**config.mk**
```make
export PLATFORM = sky130hd
export DESIGN_NAME = cpu_fetch
export DESIGN_NICKNAME = d
export VERILOG_FILES = /design/src/rtl/cpu_fetch.sv
export SDC_FILE = /design/constraint.sdc
export NUM_CORES = 1
export LEC_CHECK = 0
export CORE_ASPECT_RATIO = 0.75
export CORE_UTILIZATION = 46
export DETAILED_ROUTE_END_ITERATION = 10
export GPL_TIMING_DRIVEN = 0
export PLACE_DENSITY = 0.84
export SYNTH_ARGS = -nofsm -noshare
export SYNTH_HDL_FRONTEND = slang
export SYNTH_SLANG_ARGS = --single-unit
```
**constraint.sdc**
```tcl
create_clock -name clk -period 6.85 [get_ports clk]
set_clock_uncertainty 0.05 [all_clocks]
set_input_delay 1.0275 -clock clk [delete_from_list [all_inputs] [get_ports clk]]
set_output_delay 1.0275 -clock clk [all_outputs]
set_load 0.05 [all_outputs]
```
**src/rtl/cpu_fetch.sv**
```systemverilog
// Instruction fetch front end: issues word-aligned fetches, tags each in-flight
// request with its PC, and buffers returned words in a 2-entry decode queue.
module cpu_fetch #(
  parameter logic [31:0] RESET_PC = 32'h0000_0000
) (
  input  logic        clk,
  input  logic        rst,
  output logic        imem_req_valid,
  input  logic        imem_req_ready,
  output logic [31:0] imem_req_addr,
  input  logic        imem_resp_valid,
  input  logic [31:0] imem_resp_data,
  input  logic        redirect_valid,
  input  logic [31:0] redirect_pc,
  output logic        dec_valid,
  input  logic        dec_ready,
  output logic [31:0] dec_instr,
  output logic [31:0] dec_pc,
  output logic [24:0] dec_imm_data
);

  logic [31:0] pc_q;
  logic [1:0]  out_cnt;
  logic [1:0]  q_count;
  logic [2:0]  drop_cnt;
  logic [31:0] tag_q   [2];
  logic [31:0] q_instr [2];
  logic [31:0] q_pc    [2];

  logic       req_fire;
  logic       pop;
  logic       resp_drop;
  logic       resp_acc;
  logic [2:0] in_flight;

  assign req_fire  = imem_req_valid && imem_req_ready;
  assign pop       = dec_valid && dec_ready;
  assign resp_drop = imem_resp_valid && (drop_cnt != 3'd0);
  assign resp_acc  = imem_resp_valid && (drop_cnt == 3'd0);

  // Every issued request must already own a queue slot, so the queue never overflows.
  assign in_flight      = {1'b0, out_cnt} + {1'b0, q_count} - {2'b00, pop};
  assign imem_req_valid = !rst && !redirect_valid && (in_flight < 3'd2);
  assign imem_req_addr  = pc_q;

  assign dec_valid    = !rst && (q_count != 2'd0);
  assign dec_instr    = q_instr[0];
  assign dec_pc       = q_pc[0];
  assign dec_imm_data = q_instr[0][31:7];

  always_ff @(posedge clk) begin
    if (rst) begin
      pc_q     <= RESET_PC & 32'hFFFF_FFFC;
      out_cnt  <= 2'd0;
      q_count  <= 2'd0;
      drop_cnt <= 3'd0;
    end else if (redirect_valid) begin
      // Responses still owed for flushed requests; one arriving now is already accounted for.
      pc_q     <= redirect_pc & 32'hFFFF_FFFC;
      out_cnt  <= 2'd0;
      q_count  <= 2'd0;
      drop_cnt <= drop_cnt + {1'b0, out_cnt} - {2'b00, imem_resp_valid};
    end else begin
      if (req_fire)
        pc_q <= pc_q + 32'd4;
      out_cnt <= out_cnt + {1'b0, req_fire} - {1'b0, resp_acc};
      q_count <= q_count + {1'b0, resp_acc} - {1'b0, pop};
      if (resp_drop)
        drop_cnt <= drop_cnt - 3'd1;
    end
  end

  // Payload storage; occupancy counters above decide which entries are meaningful.
  always_ff @(posedge clk) begin
    case ({req_fire, resp_acc})
      2'b10: tag_q[out_cnt[0]] <= pc_q;
      2'b01: tag_q[0] <= tag_q[1];
      2'b11: begin
        if (out_cnt == 2'd1) begin
          tag_q[0] <= pc_q;
        end else begin
          tag_q[0] <= tag_q[1];
          tag_q[1] <= pc_q;
        end
      end
      default: ;
    endcase

    case ({resp_acc, pop})
      2'b10: begin
        q_instr[q_count[0]] <= imem_resp_data;
        q_pc[q_count[0]]    <= tag_q[0];
      end
      2'b01: begin
        q_instr[0] <= q_instr[1];
        q_pc[0]    <= q_pc[1];
      end
      2'b11: begin
        if (q_count == 2'd1) begin
          q_instr[0] <= imem_resp_data;
          q_pc[0]    <= tag_q[0];
        end else begin
          q_instr[0] <= q_instr[1];
          q_pc[0]    <= q_pc[1];
          q_instr[1] <= imem_resp_data;
          q_pc[1]    <= tag_q[0];
        end
      end
      default: ;
    endcase
  end

endmodule

```
* Yosys cells after proc, flatten, opt, wreduce, memory -nomap -nowiden
Memory sizes are Yosys's and may differ from the RTL's. Cells that the tools add are included.
Word-level totals: memories 3, flip-flop bits (word level) 39, memory bits (writable) 192
Operators by class: bitwise operators 6, add/subtract/negate cells 10, mux-type cells 39, magnitude comparators 1, reductions and logical operators 18, equal/unequal tests 8
Memories:
- q_instr | depth 2, width 32, read ports 2, clocked after memory_dff 0, write ports 2, line 27 | logic [31:0] q_instr [2];
- q_pc | depth 2, width 32, read ports 2, clocked after memory_dff 0, write ports 2, line 28 | logic [31:0] q_pc [2];
- tag_q | depth 2, width 32, read ports 2, clocked after memory_dff 0, write ports 2, line 26 | logic [31:0] tag_q [2];
Operators with widths (number):
- 32-bit 2-to-1 mux | 11
- 32-bit OR reduction | 3
- 32-bit by 3-bit adder with 32-bit output, second input constant | 1
- 1-bit 2-to-1 mux | 26
- 2-bit by 1-bit equality test with 1-bit output, second input constant | 4
- 2-bit equality test, second input constant | 4
- 1-bit logical AND | 7
- 3-bit 2-to-1 mux | 2
- 1-bit OR | 6
- 2-bit nonzero test | 3
- 3-bit by 1-bit subtractor with 3-bit output | 2
- 2-bit by 1-bit adder with 2-bit output | 2
- 2-bit by 1-bit subtractor with 2-bit output | 2
- 2-bit by 2-bit adder with 3-bit output | 1
- 3-bit by 2-bit adder with 3-bit output | 1
- 3-bit logical NOT | 1
- 3-bit by 2-bit less-than comparator with 1-bit output, second input constant | 1
- 3-bit nonzero test | 1
- 3-bit by 1-bit subtractor with 3-bit output, second input constant | 1
- 1-bit logical NOT | 2
- 2-bit OR reduction | 1

* Depth between registers and ports, before layout
depth in word-level cells 14, gate-level depth with buffers 16

* Worst setup path after synthesis
Ideal clock, no wire load.
path kind input to register, start point input rst, end point memory q_instr[0][0] (enable), stages 6, buffers on the path 0, setup slack 100 ps, arrival 6133 ps, path through a21oi_1 -> and2_1 -> inv_1 -> ha_1 -> inv_1 -> o21ai_0
RTL lines:
- from (decl) | line 7 | input logic rst,
- to (decl) | line 27

==> impl_metrics.ini <==
[worst_setup_path]
path_cells = clkdlybuf4s50_1 > a21oi_1 > and2_1 > ha_1 > nand2b_1 > fa_1 > nand4bb_1 > or2_2 > inv_1 > buf_2 > ha_1 > inv_1 > o21ai_0 > clkbuf_1 > mux2_2
critPathMaxStageDelay_ns = 0.58
crit_path_start_kind = input port
critical_path.endpoint_type = register
timing_worst_setup_path_type = input port to register
crit_slowest_cell = sky130_fd_sc_hd__clkbuf_1
critical_path_fanouts_max = 11
worst_path_arrival_ns = 5.75
critPathRequiredTime_ns = 7.03

[floorplan]
die_w_microns = 166.1
die_h_microns = 125.1
num_io_pins = 193
die_area_sq_um = 20780
start_util_pct = 47.54
fp.coreArea_sq_um = 19540
core.rowCount = 44

[cells_and_area]
finish.net_count = 939
final_area_sq_um = 12330
layout-area-overhead-vs-synth_pct = 32.75
final-instance-count-excl-fill = 1120
layout-drive-gt1-share_pct = 20.18
antennaDiodeCount = 0

[synth]
yosys.area_share.xor_xnor_pct = 1.697
synth-adder-area-share_pct = 2.586
post_synthesis_compound_gate_area_fraction_pct = 4.552
asyncSetResetFlopFracSynth_pct = 0
synth_edf_count = 184
synth-seq-cells = 221
most_frequently_used_flop_master_after_synthesis = sky130_fd_sc_hd__edfxtp_1
post_synth_main_area_contributors = sky130_fd_sc_hd__edfxtp_1 (59%), sky130_fd_sc_hd__mux2_2 (12%), sky130_fd_sc_hd__dfxtp_1 (8.0%)
synthCells = 634
largest_family_of_logic_cells_by_synthesized_area = multiplexers
synth.area.mux_share_pct = 11.74
avgSynthCellArea_sq_um = 14.66
ys_warn_count = 0
synth_top_area_share_pct = 59.47
synth.distinct_cells = 50
yosys.area.top_type = sky130_fd_sc_hd__edfxtp_1
yosys.area_share.simple_pct = 7.487
synth_area_sq_um = 9291
synth_sequential_area_ratio_pct = 67.44

[clock_network]
cts_sinks = 221
ctsHtreeMaxLevel = 1
worstSkewPairLatency_ns = 0.50
hold_buffers = 0
cts-buffers-inserted = 22
post_cts_resized = 0
post_cts.repair.setup_buffers = 0
path_clk_slew_ns = 0.06
cts.root.buffer_cell = sky130_fd_sc_hd__clkbuf_16
clk_path_buf_depth = 3
cts_tree = built

[route]
dr.first_iter.drc_count = 584
routed_via_density = 5.356
antenna_violating_nets_post_route = 0
dr_total_vias = 5999
drt-pass1-iter-count = 10
drt_wl_cell_microns = 18.86
routed_wirelength_mm = 21.12
drc = 21

[timing]
timing.fmax_mhz = 179.7
total_count_of_hold_check_failures_in_the_final_report = 0
max_slew_margin_pct = 45.80
post-route-min-period_ns = 5.566
finalMaxSlewViolations = 0
layout_worst_path_cycle_share_pct = 81.26
tightestPinTransition_ns = 0.8130
grt_setup_unrepaired = false
report.final.setup_viol = 0

[placed_design]
placedInstanceArea_sq_um = 11610
place_inst = 1080
post_dp_hpwl_mm = 14.92
gp_routability_congestion = 0.8898
port-buffer-count = 185

[power_and_ir_drop]
irDropWorstVdd_uv = 167.5
power_per_cell_area_nw_per_um2 = 357.4
cellLeakagePower_nw = 4.336

[global_routing]
grt_pass1_wl_mm = 33.15
number_of_global_route_vias_before_repair = 5811
global_route.overflow_total = 0
number_of_antenna_violations_at_the_first_check_in_global_routing = 0
groute.usage.overall_pct = 20.37
maximum_number_of_pins_on_one_net_before_global_route_repair = 32

[flow_run]
cap_violations = 0

[outcome]
outcome = finished with violations
violations_in_the_final_reports = DRC

[hold_path]
hp-class = register to register
[cell usage in the layout, fill, tap and decap left out, types with 13 or more instances in the layout]
cell type | netlist | final
sky130_fd_sc_hd__nor2_1 | 27 | 27
sky130_fd_sc_hd__dfxtp_1 | 37 | 37
sky130_fd_sc_hd__edfxtp_1 | 184 | 184
sky130_fd_sc_hd__nand2_1 | 42 | 42
sky130_fd_sc_hd__clkdlybuf4s50_1 | 0 | 185
sky130_fd_sc_hd__mux2_2 | 96 | 96
sky130_fd_sc_hd__inv_1 | 20 | 20
sky130_fd_sc_hd__clkbuf_1 | 22 | 31
sky130_fd_sc_hd__buf_4 | 29 | 29
sky130_fd_sc_hd__ha_1 | 16 | 16
sky130_fd_sc_hd__clkbuf_16 | 0 | 24
sky130_fd_sc_hd__a21oi_1 | 16 | 16
sky130_fd_sc_hd__nand3_1 | 13 | 13
[flip-flops by register name, indices dropped and copies added (netlist names)]
register / count
drop_cnt: 3
q_count: 2
out_cnt: 2
imem_req_addr: 30
q_instr: 64
tag_q: 60
q_pc: 60
[metal layers]
| layer | share of wire [%] | track usage, % | vias up | wire, microns |
|---|---|---|---|---|
| li1 | - | - | 2790 | - |
| met1 | 43 | 28.91 | 2839 | 9111 |
| met2 | 46 | 32.27 | 337 | 9650 |
| met3 | 9.3 | 4.653 | 33 | 1957 |
| met4 | 1.9 | 4.068 | 0 | 400 |
| met5 | 0 | 0 | - | 0 |
[worst max-delay path, delay by kind of cell]
kind	cells	cell delay (ns)
muxes	1	0.40
AOI/OAI and AO/OA	2	0.69
and+or+nand+nor	4	1.02
adders and majority gates	3	0.98
buffers and inverters	5	1.61
[power breakdown]
group / total (mW) / switching [mW] / internal [mW]
clock network: 1.19 / 0.475 / 0.711
logic: 1.36 / 0.862 / 0.501
registers: 1.86 / 0.102 / 1.76
total: 4.41 / 1.44 / 2.97
[cell families (layout without fill, tap and decap cells)]
group	after synthesis	after routing
xor+xnor	18	18
buf+inv	78	308
mux	97	97
simple gates	135	135
fa+ha+maj	18	18
compound gates	66	66
flops	221	221
other cells	1	4
[cell usage after synthesis, drive strengths merged, types with 2 or more instances]
cell type,instances
ha,16
nand2,42
o22ai,2
a221oi,2
and4,3
dfxtp,37
or4,4
edfxtp,184
o21ai,12
nand3,13
a211oi,5
nor2,27
inv,20
xor2,7
a22oi,4
xnor2,11
buf,36
o211ai,4
nand3b,2
nand4,10
nor3,8
a311oi,3
mux2,96
a21oi,16
nor4,8
and3,6
and2,6
a31oi,11
fa,2
clkbuf,22
nand2b,2
[stage by stage]
stage / utilization [%] / power (mW) / TNS [ns] / setup slack [ns] / hold slack, ns
floorplan: - / 2.782 / 0 / 0.09953 / 0.3704
finish: 63.11 / 4.409 / 0 / 1.284 / 0.3935
global placement: 58.69 / 3.230 / -381.99 / -2.831 / 0.3774
CTS: 63.11 / 4.447 / 0 / 1.355 / 0.3964
detailed placement: 59.42 / 3.253 / 0 / 0.8696 / 0.3808
global route: 63.11 / 4.579 / 0 / 1.063 / 0.4062
[cell type report]
type | instances | area, sq um
Fill cell | 1399 | 7209
Sequential cell | 221 | 6266
Multi-Input combinational cell | 338 | 2658
Timing Repair Buffer | 190 | 1959
Clock buffer | 36 | 675.6
Buffer | 58 | 339.1
Tap cell | 253 | 316.6
Inverter | 20 | 75.07
Clock inverter | 4 | 45.04
[worst paths after layout]
path | start | endpoint | slack, ns | depth (start not counted)
worst max-delay path | rst | tag_q[0][31]$_DFFE_PP_ | 1.28 | 15
worst min-delay path | tag_q[0][22]$_DFFE_PP_ | q_pc[1][22]$_DFFE_PP_ | 0.39 | 0
worst max register to register | q_count[0]$_SDFF_PP0_ | tag_q[0][31]$_DFFE_PP_ | 1.67 | 15
worst min register to register | tag_q[0][22]$_DFFE_PP_ | q_pc[1][22]$_DFFE_PP_ | 0.39 | 0
Note: power is estimated with default switching activity, not from simulation.
